**src/rtl/ccff_cfg_pkg.sv**
```systemverilog
// Shared definitions for the configuration-chain loader: FSM states and
// default chain/word geometry.
package ccff_cfg_pkg;

  typedef enum logic [1:0] {
    IDLE   = 2'd0,
    FETCH  = 2'd1,
    SHIFT  = 2'd2,
    FINISH = 2'd3
  } state_t;

  localparam int DEF_CHAIN_LEN = 64;
  localparam int DEF_WORD_W    = 8;

endpackage

```
**src/rtl/ccff_readback_packer.sv**
```systemverilog
// Serial-to-word packer for bits falling out of the config chain tail.
// Packs MSB-first; flush emits a partial word left-aligned with zero fill.
module ccff_readback_packer #(
  parameter int WORD_W = 8
) (
  input  logic              clk,
  input  logic              rst,
  input  logic              clear,
  input  logic              cap,
  input  logic              tail_bit,
  input  logic              flush,
  output logic [WORD_W-1:0] rb_data,
  output logic              rb_valid
);

  localparam int CW = $clog2(WORD_W + 1);

  logic [WORD_W-1:0] acc;
  logic [CW-1:0]     cnt;
  logic [WORD_W-1:0] nxt_acc;
  logic [CW-1:0]     nxt_cnt;
  logic [WORD_W-1:0] aligned;
  logic              emit;

  // acc keeps bits right-aligned; the shift moves a partial word up to the MSB
  always_comb begin
    nxt_acc = {acc[WORD_W-2:0], tail_bit};
    nxt_cnt = cnt + CW'(1);
    aligned = nxt_acc << (CW'(WORD_W) - nxt_cnt);
    emit    = cap && ((nxt_cnt == CW'(WORD_W)) || flush);
  end

  always_ff @(posedge clk) begin
    if (rst) begin
      acc      <= '0;
      cnt      <= '0;
      rb_data  <= '0;
      rb_valid <= 1'b0;
    end else begin
      rb_valid <= 1'b0;
      if (clear) begin
        acc <= '0;
        cnt <= '0;
      end else if (emit) begin
        rb_data  <= aligned;
        rb_valid <= 1'b1;
        acc      <= '0;
        cnt      <= '0;
      end else if (cap) begin
        acc <= nxt_acc;
        cnt <= nxt_cnt;
      end
    end
  end

endmodule

```
**src/rtl/ccff_bitstream_loader.sv**
```systemverilog
// Transmit end of the configuration shift chain: serializes host words into
// ccff_head, reads back ccff_tail, and keeps fabric I/O isolated until loaded.
module ccff_bitstream_loader
  import ccff_cfg_pkg::*;
#(
  parameter int CHAIN_LEN = DEF_CHAIN_LEN,
  parameter int WORD_W    = DEF_WORD_W,
  parameter int CNT_W     = $clog2(CHAIN_LEN + 1)
) (
  input  logic              prog_clk,
  input  logic              prog_reset,
  input  logic              start,
  input  logic [WORD_W-1:0] bs_data,
  input  logic              bs_valid,
  output logic              bs_ready,
  output logic              ccff_head,
  output logic              ccff_shift_en,
  input  logic              ccff_tail,
  output logic              isol_n,
  output logic [WORD_W-1:0] rb_data,
  output logic              rb_valid,
  output logic              busy,
  output logic              done
);

  localparam int WB_W = $clog2(WORD_W + 1);

  state_t            state;
  state_t            next_state;
  logic [WORD_W-1:0] sreg;
  logic [WB_W-1:0]   wbits;
  logic [CNT_W-1:0]  bit_cnt;

  assign bs_ready = (state == FETCH);
  assign busy     = (state != IDLE);

  always_comb begin
    next_state = state;
    case (state)
      IDLE:   if (start) next_state = FETCH; else next_state = IDLE;
      FETCH:  if (bs_valid) next_state = SHIFT; else next_state = FETCH;
      SHIFT: begin
        // chain length wins over word boundary, so leftover bits of the last word are dropped
        if (bit_cnt == CNT_W'(CHAIN_LEN - 1)) next_state = FINISH;
        else if (wbits == WB_W'(1))           next_state = FETCH;
        else                                  next_state = SHIFT;
      end
      FINISH: next_state = IDLE;
      default: next_state = IDLE;
    endcase
  end

  always_ff @(posedge prog_clk) begin
    if (prog_reset) begin
      state         <= IDLE;
      sreg          <= '0;
      wbits         <= '0;
      bit_cnt       <= '0;
      ccff_head     <= 1'b0;
      ccff_shift_en <= 1'b0;
      isol_n        <= 1'b0;
      done          <= 1'b0;
    end else begin
      state <= next_state;
      done  <= 1'b0;
      case (state)
        IDLE: begin
          ccff_shift_en <= 1'b0;
          if (start) begin
            isol_n  <= 1'b0;
            bit_cnt <= '0;
          end
        end
        FETCH: begin
          // gating the chain clock makes a host stall lossless
          ccff_shift_en <= 1'b0;
          if (bs_valid) begin
            sreg  <= bs_data;
            wbits <= WB_W'(WORD_W);
          end
        end
        SHIFT: begin
          ccff_head     <= sreg[WORD_W-1];
          ccff_shift_en <= 1'b1;
          sreg          <= {sreg[WORD_W-2:0], 1'b0};
          wbits         <= wbits - WB_W'(1);
          bit_cnt       <= bit_cnt + CNT_W'(1);
        end
        FINISH: begin
          ccff_shift_en <= 1'b0;
          done          <= 1'b1;
          isol_n        <= 1'b1;
        end
        default: ccff_shift_en <= 1'b0;
      endcase
    end
  end

  // the shift_en=1 cycle seen in FINISH carries the last chain bit, hence the flush
  ccff_readback_packer #(
    .WORD_W (WORD_W)
  ) u_packer (
    .clk      (prog_clk),
    .rst      (prog_reset),
    .clear    ((state == IDLE) && start),
    .cap      (ccff_shift_en),
    .tail_bit (ccff_tail),
    .flush    (state == FINISH),
    .rb_data  (rb_data),
    .rb_valid (rb_valid)
  );

endmodule
```
**config.mk**
```make
export PLATFORM = sky130hd
export DESIGN_NAME = ccff_bitstream_loader
export DESIGN_NICKNAME = d
export VERILOG_FILES = /design/src/rtl/ccff_cfg_pkg.sv /design/src/rtl/ccff_readback_packer.sv /design/src/rtl/ccff_bitstream_loader.sv
export SDC_FILE = /design/constraint.sdc
export NUM_CORES = 1
export LEC_CHECK = 0
export ABC_AREA = 1
export CAP_MARGIN = 20
export CORE_ASPECT_RATIO = 1.1
export CORE_MARGIN = 2
export CORE_UTILIZATION = 55
export DETAILED_ROUTE_END_ITERATION = 7
export PLACE_DENSITY_LB_ADDON = 0.25
export SETUP_SLACK_MARGIN = 0.05
export SLEW_MARGIN = 20
export SYNTH_ARGS = -nofsm -noshare
export SYNTH_HDL_FRONTEND = slang
export SYNTH_HIERARCHICAL = 1
export SYNTH_SLANG_ARGS = --single-unit
```
**constraint.sdc**
```tcl
create_clock -name prog_clk -period 2.02 [get_ports prog_clk]
set_input_delay 0.303 -clock prog_clk [delete_from_list [all_inputs] [get_ports prog_clk]]
set_output_delay 0.303 -clock prog_clk [all_outputs]
set_load 0.01 [all_outputs]
```
==> results of run 1 <==
## what timing repair did
action,CTS,global route
hold endpoints to repair,0,0
buffers inserted,0,1
setup endpoints to repair,0,3
## cell usage in the layout (no fill, tap or decap), drive strengths merged
cell / n
nand4: 3
a21oi: 30
nand2: 101
nand3: 27
inv: 51
nor2: 79
clkinv: 3
clkbuf: 7
buf: 5
o21bai: 1
ha: 4
o21ai: 14
a22oi: 1
nor3: 1
clkdlybuf4s50: 27
dfxtp: 45
## layer usage
metal / wire length, um / vias up / track usage (%) / share of wire [%]
met2: 2410 / 26 / 40.4 / 53
li1: - / 1194 / - / -
met3: 136 / 7 / 5.09 / 3.0
met4: 71 / 0 / 8.39 / 1.6
met5: 0 / - / 0 / 0
met1: 1950 / 976 / 21.7 / 43
## area by class of cell
class,instances,area share (%)
multi-input cells,261,42.8
flip-flops and latches,45,32.7
repair buffers,32,11.2
inverters,53,7.26
clock buffers,7,3.50
well taps,54,2.45
clock inverters,1,0.182
## registers in the layout, indices dropped and copies added (netlist names)
| signal | flops |
|---|---|
| u_packer/rb_valid | 1 |
| wbits | 4 |
| ccff_shift_en | 1 |
| u_packer/cnt | 4 |
| state | 2 |
| bit_cnt | 7 |
| u_packer/acc | 7 |
| u_packer/rb_data | 8 |
| ccff_head | 1 |
| sreg | 8 |
| done | 1 |
| isol_n | 1 |
## tightest hold or removal path: stages, from the launching register on
cell and delay (ps):
dfxtp_1 320, nand2_1 50, a21oi_1 50
## where the power goes
| group | internal (mW) | switching [mW] | total (mW) | leakage, nW |
|---|---|---|---|---|
| sequential | 0.906 | 0.0165 | 0.922 | 0.364 |
| clock | 0.309 | 0.298 | 0.607 | 0.0542 |
| combinational | 0.0748 | 0.106 | 0.180 | 0.776 |
## worst max path at each step
| stage | cells after the start | slack [ps] | from | to |
|---|---|---|---|---|
| floorplan | 10 | 530 | u_packer/cnt[1] | u_packer/rb_data[0] |
| global placement | 6 | 270 | start | u_packer/cnt[2] |
| detailed placement | 6 | 200 | start | u_packer/cnt[2] |
| CTS | 3 | 170 | state[0] | bs_ready |
| global route | 3 | 90 | state[1] | busy |
| finish | 3 | 200 | state[1] | busy |
## per-stage QoR
stage                     setup slack [ps]  cells  power, mW  hold slack, ps  util (%)
final                                  198    453       1.71             459      65.3
after floorplan                        527    370       1.06             372         -
after global routing                  92.4    453       1.79             485      65.3
after global placement                 267    444       1.12             441      62.7
after CTS                              173    452       1.73             458      65.1
after detailed placement               201    444       1.12             446      62.7
## cell families (layout without fill, tap and decap cells)
kind of cell | after synthesis | after routing
AO/OA/AOI/OAI | 46 | 46
adder cells (fa/ha/maj) | 4 | 4
buffers and inverters | 64 | 93
flip-flops | 45 | 45
AND/OR/NAND/NOR | 211 | 211
==> run metrics, run 1 <==
largest family of logic cells by synthesized area=simple AND/OR/NAND/NOR gates; CTS max path bufs=2; unrepaired setup endpoints after global routing=false; final worst-path cycle share=90.2%; die width=66.6 um; final setup fails=0; top-count cell post-synth=nand2_1; Slew Viols, Final=0; cell area after synthesis=0.00237 mm2; initial antenna violation count=0; path depth of the worst reg2reg path=11; clock sinks=45; GRT Overall Usage=21.2%; post_cts resized=0; diode count=0; Clock Skew=7.56 ps; global-route wire length before repair=8000 um; Hold EP=u_packer/acc[6]; detailed-route wire length per cell=10.1 um; Max IR drop VDD=0.427 mV; Req. time, crit path=1720 ps; register area share after synthesis=38.0%; post-synth top area share=38.0%; Final Hold Violating Endpoints=0; CTS tree=yes; Vias=2,203; DR DRC count=0; Finished Cell Area=0.00276 mm2; synth warn=6; DP Wirelength=3380 um; Worst Hold Depth=2; Layout fillers=390; Slowest Stage Delay on Critical Path=540 ps; area leader, netlist=dfxtp_1; hold_buf cts=0; ys async rst share=0%; FP Rows=25; r2r startpoint=u_packer/cnt[1]; via/cell ratio=4.86; WL final=4570 um; DR iter-0 viols=102; commonest register cell after synthesis=dfxtp_1; # IOs=28; largest net degree at the start of global routing=20; Placed Instance Area=0.00265 mm2; Buf/Inv on CP=2; Fmax achieved=549 MHz; CP delay by family, top=buffers and inverters; mux share of post-synthesis cell area=0%; final net count=415; Worst path slowest cell=clkdlybuf4s50_1; Post-Syn Nets=387; Area Overhead vs Synth=16.1%; status=finished clean; Compound-Gate Fraction of Synth Area=10.1%; Worst Max-Slew Pin Slew=478 ps; htree depth=2; Worst Path Arrival=1520 ps; clock-pin slew on the worst setup and hold paths=80 ps; Startpoint Class=register; layout cells sized above 1=7.02%; die area=0.00486 mm2; worst hold-check path type=reg -> reg; synth unique cells=28; worst-skew pair later-pin latency=300 ps; synthesis-stage register bit count=45; 1st-pass router iterations=4; total area of sequential cells=901 um2; Synth Area in Adders=2.11%; CORE AREA=0.00422 mm2; EDFF count, synth=0; max cap viols=0; gpl congestion=0.809; crit path max fanout=6; Worst slew margin=67.8%; footprint of the multi-input gates=0.00118 mm2; Num CTS Buffers=5; Synth Area in XOR/XNOR=0%; Mean Syn Cell Area=6.41 um2; Synth area leaders=dfxtp_1 (38%), nand2_1 (15%), nor2_1 (12%); post-synthesis cell count=370; port bufs=27; global route overflow=0; root buffer cell=clkbuf_8; most frequent cells after synthesis=nand2_1 (97), nor2_1 (76), inv_1 (48); vias in the first global route=2,017; Worst Setup End Kind=output pin; Hold Startpoint=u_packer/acc[5]; Routed Antenna Nets=0; Die Height=72.9 um; Pwr Density=620 mW/mm2; crit path kind=reg -> out; fin crit period=1820 ps; R2R setup slack=310 ps; area share of and/or/nand/nor cells after synthesis=37.5%; sum of negative setup slack=0 ps; CP Cell Sequence=inv_2, nand2_1, clkdlybuf4s50_1; Initial Util=56.2%; reg2reg end=u_packer/rb_data[7]; LEAKAGE=1.19 nW
Power figures use the tool's default switching activity.
==> run 2, diff against run 1 <==
Settings changed: CORE_UTILIZATION 55 to 45, CTS_CLUSTER_SIZE set to 12.
==> run metrics, run 2 (synthesis results as in run 1) <==
sum of negative setup slack=0 ps (unchanged); reg2reg end=u_packer/cnt[0] (was u_packer/rb_data[7]); gpl congestion=0.858 (was 0.809); Placed Instance Area=0.00265 mm2 (about the same); clock-pin slew on the worst setup and hold paths=90 ps (was 80 ps); Vias=2,194 (was 2,203); Worst Hold Depth=2 (unchanged); CP Cell Sequence=inv_2, nor2_1, clkdlybuf4s50_1 (was inv_2, nand2_1, clkdlybuf4s50_1); Slowest Stage Delay on Critical Path=530 ps (was 540 ps); Clock Power Share=32.9% (was 35.5%); Pwr Density=598 mW/mm2 (was 620 mW/mm2); R2R setup slack=240 ps (was 310 ps); Slew Viols, Final=0 (unchanged); Post-Place Setup Slack=141 ps (was 201 ps); combinational group share of total power=10.8% (was 10.5%); via/cell ratio=4.81 (was 4.86); 1st-pass router iterations=4 (unchanged); Initial Util=47.2% (was 56.2%); Fmax achieved=543 MHz (was 549 MHz); path depth of the worst reg2reg path=6 (was 11); non-filler cells, final=456 (was 453); DP Wirelength=3390 um (was 3380 um); DR DRC count=0 (unchanged); Worst Setup End Kind=output pin (unchanged); crit path max fanout=6 (unchanged); GRT Overall Usage=17.3% (was 21.2%); status=finished clean (unchanged); htree depth=2 (unchanged); biggest regs=sreg: 8 flops, u_packer/rb_data: 8 flops (unchanged); dpl cells=448 (was 444); final net count=414 (was 415); Startpoint Class=register (unchanged); # IOs=28 (unchanged); final worst setup slack=177 ps (was 198 ps); CTS tree=yes (unchanged); Net Sw Power=0.417 mW (was 0.420 mW); WL final=4600 um (was 4570 um); DR iter-0 viols=67 (was 102); Hold Startpoint=sreg[0] (was u_packer/acc[5]); unrepaired setup endpoints after global routing=false (unchanged); clock sinks=45 (unchanged); global-route wire length before repair=8050 um (was 8000 um); Num CTS Buffers=5 (unchanged); CORE AREA=0.00503 mm2 (was 0.00422 mm2); root buffer cell=clkbuf_8 (unchanged); die width=73.2 um (was 66.6 um); Routed Antenna Nets=0 (unchanged); LEAKAGE=1.18 nW (was 1.19 nW); commonest non-fill, non-tap cells in the layout=nand2_1 (97), nor2_1 (76), inv_1 (48) (unchanged); commonest non-fill, non-tap cell in the layout=nand2_1 (unchanged); global route overflow=0 (unchanged); final worst-path cycle share=91.2% (was 90.2%); port bufs=27 (unchanged); Switching Share=25.5% (was 24.6%); Clock Skew=9.97 ps (was 7.56 ps); Finished Cell Area=0.00274 mm2 (was 0.00276 mm2); Hold EP=sreg[0] (was u_packer/acc[6]); P_int=1.22 mW (was 1.29 mW); Worst path slowest cell=clkdlybuf4s50_1 (unchanged); Worst Max-Slew Pin Slew=503 ps (was 478 ps); footprint of the multi-input gates=0.00118 mm2 (unchanged); register share of total power=56.3% (was 53.9%); Layout fillers=522 (was 390); max cap viols=0 (unchanged); final setup fails=0 (unchanged); CTS max path bufs=2 (unchanged); fin crit period=1840 ps (was 1820 ps); Area Overhead vs Synth=15.2% (was 16.1%); Req. time, crit path=1720 ps (about the same); Worst Path Arrival=1540 ps (was 1520 ps); worst-skew pair later-pin latency=300 ps (about the same); die area=0.00587 mm2 (was 0.00486 mm2); FP Rows=27 (was 25); Final Hold Violating Endpoints=0 (unchanged); detailed-route wire length per cell=10.1 um (about the same); r2r startpoint=u_packer/cnt[2] (was u_packer/cnt[1]); diode count=0 (unchanged); Die Height=80.2 um (was 72.9 um); vias in the first global route=1,987 (was 2,017); worst hold-check path type=reg -> reg (unchanged); total area of sequential cells=901 um2 (unchanged); largest net degree at the start of global routing=20 (unchanged); layout cells sized above 1=6.53% (was 7.02%); Max IR drop VDD=0.336 mV (was 0.427 mV); initial antenna violation count=0 (unchanged); crit path kind=reg -> out (unchanged); Worst slew margin=66.1% (was 67.8%); Final Total Pwr=1.64 mW (was 1.71 mW)
==> run 2: final cells by class <==
cell class	instances	area share, %
inverter	53	7.32
sequential	45	32.9
multi-input combinational	261	43.1
clock inverter	2	0.366
clock buffer	6	2.65
tap	58	2.65
timing repair buffer	31	11.0
==> run 2: repair_timing <==
action,in CTS,in global routing
hold buffers,0,0
buffers inserted,0,0
gates resized for setup,0,0
setup endpoints to repair,0,1
hold endpoints to repair,0,0
==> run 2: how the worst max path moves through the flow <==
stage / start / slack (ps) / depth (start not counted) / endpoint
finish: state[0] / 180 / 3 / bs_ready
global route: state[0] / 60 / 6 / u_packer/cnt[0]
CTS: state[0] / 150 / 3 / bs_ready
detailed placement: start / 140 / 6 / u_packer/cnt[0]
global placement: start / 230 / 6 / u_packer/cnt[2]
floorplan: u_packer/cnt[1] / 530 / 10 / u_packer/rb_data[0]
==> run 2: critical path: cells and delay by family, from the launching register on <==
family | cells | cell delay, ps
buf+inv | 2 | 650
flops | 1 | 480
simple gates | 1 | 100
==> run 2: layer usage <==
layer	GRT usage, %	vias to the layer above	share of wire, %
li1	-	1193	-
met1	18.8	964	46
met2	31.6	29	49
met3	3.89	8	3.0
met4	7.04	0	1.7
met5	0	-	0
==> run 2: power by group through the flow <==
stage / sequential [mW] / clock (mW) / combinational (mW)
2_1_floorplan: 0.941 / 0 / 0.119
3_3_place_gp: 0.942 / 0 / 0.176
3_5_place_dp: 0.942 / 0 / 0.178
4_1_cts: 0.921 / 0.561 / 0.178
5_1_grt: 0.925 / 0.586 / 0.202
6_report: 0.921 / 0.537 / 0.177
==> run 2: per-stage QoR <==
step | hold slack (ps) | util [%]
after floorplan | 372 | -
after global placement | 444 | 52.7
after detailed placement | 457 | 52.7
after CTS | 467 | 54.3
after global routing | 486 | 54.3
final | 466 | 54.3
==> run 3, diff against run 2 <==
Settings changed: CORE_MARGIN 2 to not set.
==> run metrics, run 3 (synthesis results as in run 1) <==
failing checks=DRC; Worst path slowest cell=clkdlybuf4s50_1 (unchanged); Vias=2,203 (was 2,194); register share of total power=52.5% (was 56.3%); worst-skew pair later-pin latency=290 ps (was 300 ps); clock-pin slew on the worst setup and hold paths=90 ps (about the same); biggest regs=sreg: 8 flops, u_packer/rb_data: 8 flops (unchanged); CP Cell Sequence=inv_2, nor2_1, clkdlybuf4s50_1 (unchanged); r2r startpoint=state[0] (was u_packer/cnt[2]); combinational group share of total power=10.1% (was 10.8%); Clock Skew=7.98 ps (was 9.97 ps); sum of negative setup slack=0 ps (unchanged); CTS max path bufs=2 (unchanged); htree depth=2 (unchanged); P_int=1.34 mW (was 1.22 mW); root buffer cell=clkbuf_8 (unchanged); Initial Util=47.2% (unchanged); final worst-path cycle share=91.6% (was 91.2%); Switching Share=23.8% (was 25.5%); Fmax achieved=540 MHz (was 543 MHz); crit path kind=reg -> out (unchanged); Routed Antenna Nets=0 (unchanged); diode count=0 (unchanged); final setup fails=0 (unchanged); LEAKAGE=1.19 nW (was 1.18 nW); layout cells sized above 1=6.80% (was 6.53%); R2R setup slack=310 ps (was 240 ps); Slew Viols, Final=0 (unchanged); Setup Buffers After CTS=0 (unchanged); via/cell ratio=4.84 (was 4.81); Worst Max-Slew Pin Slew=456 ps (was 503 ps); unrepaired setup endpoints after global routing=false (unchanged); dpl cells=448 (unchanged); DR DRC count=2 (was 0); GRT Overall Usage=18.3% (was 17.3%); non-filler cells, final=455 (was 456); # IOs=28 (unchanged); Max IR drop VDD=0.345 mV (was 0.336 mV); max cap viols=0 (unchanged); FP Rows=27 (unchanged); Worst slew margin=69.3% (was 66.1%); crit path capture=bs_ready (unchanged); CTS tree=yes (unchanged); 1st-pass router iterations=6 (was 4); final net count=414 (unchanged); DP Wirelength=3290 um (was 3390 um); initial antenna violation count=0 (unchanged); final worst setup slack=170 ps (was 177 ps); Post-Place Setup Slack=205 ps (was 141 ps); met1 Resource Use GR=21.5% (was 18.8%); M3 GR Usage=3.85% (was 3.89%); reg2reg end=u_packer/cnt[0] (unchanged); Pwr Density=637 mW/mm2 (was 598 mW/mm2); worst hold-check path type=reg -> reg (unchanged); die width=71.2 um (was 73.2 um); Die Height=78.2 um (was 80.2 um); Clock Power Share=37.5% (was 32.9%); Startpoint Class=register (unchanged); DR iter-0 viols=106 (was 67); Worst Setup End Kind=output pin (unchanged); Layout fillers=522 (unchanged); met2 usage=32.9% (was 31.6%); detailed-route wire length per cell=9.97 um (was 10.1 um); Req. time, crit path=1720 ps (about the same); Final Total Pwr=1.76 mW (was 1.64 mW); Top Usage Layer GRT=met2 (unchanged); status=complete, but fails checks (was finished clean); Slowest Stage Delay on Critical Path=540 ps (was 530 ps); clock sinks=45 (unchanged); Worst Path Arrival=1550 ps (was 1540 ps); commonest non-fill, non-tap cells in the layout=nand2_1 (96), nor2_1 (76), inv_1 (48) (was nand2_1 (97), nor2_1 (76), inv_1 (48)); fin crit period=1850 ps (was 1840 ps); global-route wire length before repair=8300 um (was 8050 um); Final Hold Violating Endpoints=0 (unchanged); largest net degree at the start of global routing=20 (unchanged); path depth of the worst reg2reg path=6 (unchanged); Net Sw Power=0.418 mW (was 0.417 mW); Area Overhead vs Synth=16.2% (was 15.2%); CORE AREA=0.00503 mm2 (unchanged); Num CTS Buffers=5 (unchanged); vias in the first global route=2,017 (was 1,987); crit path max fanout=6 (unchanged); port bufs=27 (unchanged); die area=0.00557 mm2 (was 0.00587 mm2); WL final=4540 um (was 4600 um); critical path startpoint=state[0] (unchanged); commonest non-fill, non-tap cell in the layout=nand2_1 (unchanged); global route overflow=0 (unchanged); gpl congestion=0.814 (was 0.858)
## run 3: changes by cell type in the layout (fill, tap and decap cells not counted)
cell,delta
nand2_1,-1
bufinv_16,+1
clkinv_2,-1
clkbuf_1,-1
nand2_2,+1
## run 3: metrics by stage
step           cell area, um2  hold WS (ps)  utilization [%]
2_1_floorplan            2370           372                -
3_3_place_gp             2650           440             52.7
3_5_place_dp             2650           446             52.7
4_1_cts                  2760           457             54.8
5_1_grt                  2760           496             54.8
6_report                 2760           458             54.8
## run 3: routing by layer
| layer | routed length, um | part of all wire (%) |
|---|---|---|
| met5 | 0 | 0 |
| met4 | 63 | 1.4 |
| met3 | 111 | 2.4 |
| met2 | 2250 | 49 |
| met1 | 2120 | 47 |
## run 3: area by class of cell
type                            count  area [um2]  share of cell area, %
Multi-Input combinational cell    261        1180                   42.8
Clock inverter                      2        35.0                   1.27
Clock buffer                        5        68.8                   2.49
Inverter                           53         200                   7.26
Timing Repair Buffer               31         300                   10.9
Sequential cell                    45         901                   32.7
Tap cell                           58        72.6                   2.63
## run 3: worst max-delay path: cells and delay by family, from the launching register on
kind	cells	cell delay (ps)
buf+inv	2	660
flops	1	490
simple gates	1	110
## run 3: power groups by stage
stage,Sequential [mW],Clock [mW],Combinational [mW]
finish,0.922,0.658,0.177
global placement,0.942,0,0.176
detailed placement,0.942,0,0.178
global route,0.924,0.725,0.205
CTS,0.922,0.683,0.179
floorplan,0.941,0,0.119
## run 3: what timing repair did
item / 4_1_cts / 5_1_grt
hold buffers: 0 / 0
resized for setup: 0 / 1
endpoints found under the hold margin: 0 / 0
endpoints found under the setup margin: 0 / 1
## run 3: worst min path at each step
stage                          from               to  slack (ps)  cells after the start
global placement    u_packer/acc[5]  u_packer/acc[6]         440                      2
finish              u_packer/acc[5]  u_packer/acc[6]         460                      2
CTS                 u_packer/acc[5]  u_packer/acc[6]         460                      2
floorplan                prog_reset          sreg[6]         370                      1
detailed placement  u_packer/acc[5]  u_packer/acc[6]         450                      2
global route        u_packer/acc[5]  u_packer/acc[6]         500                      2
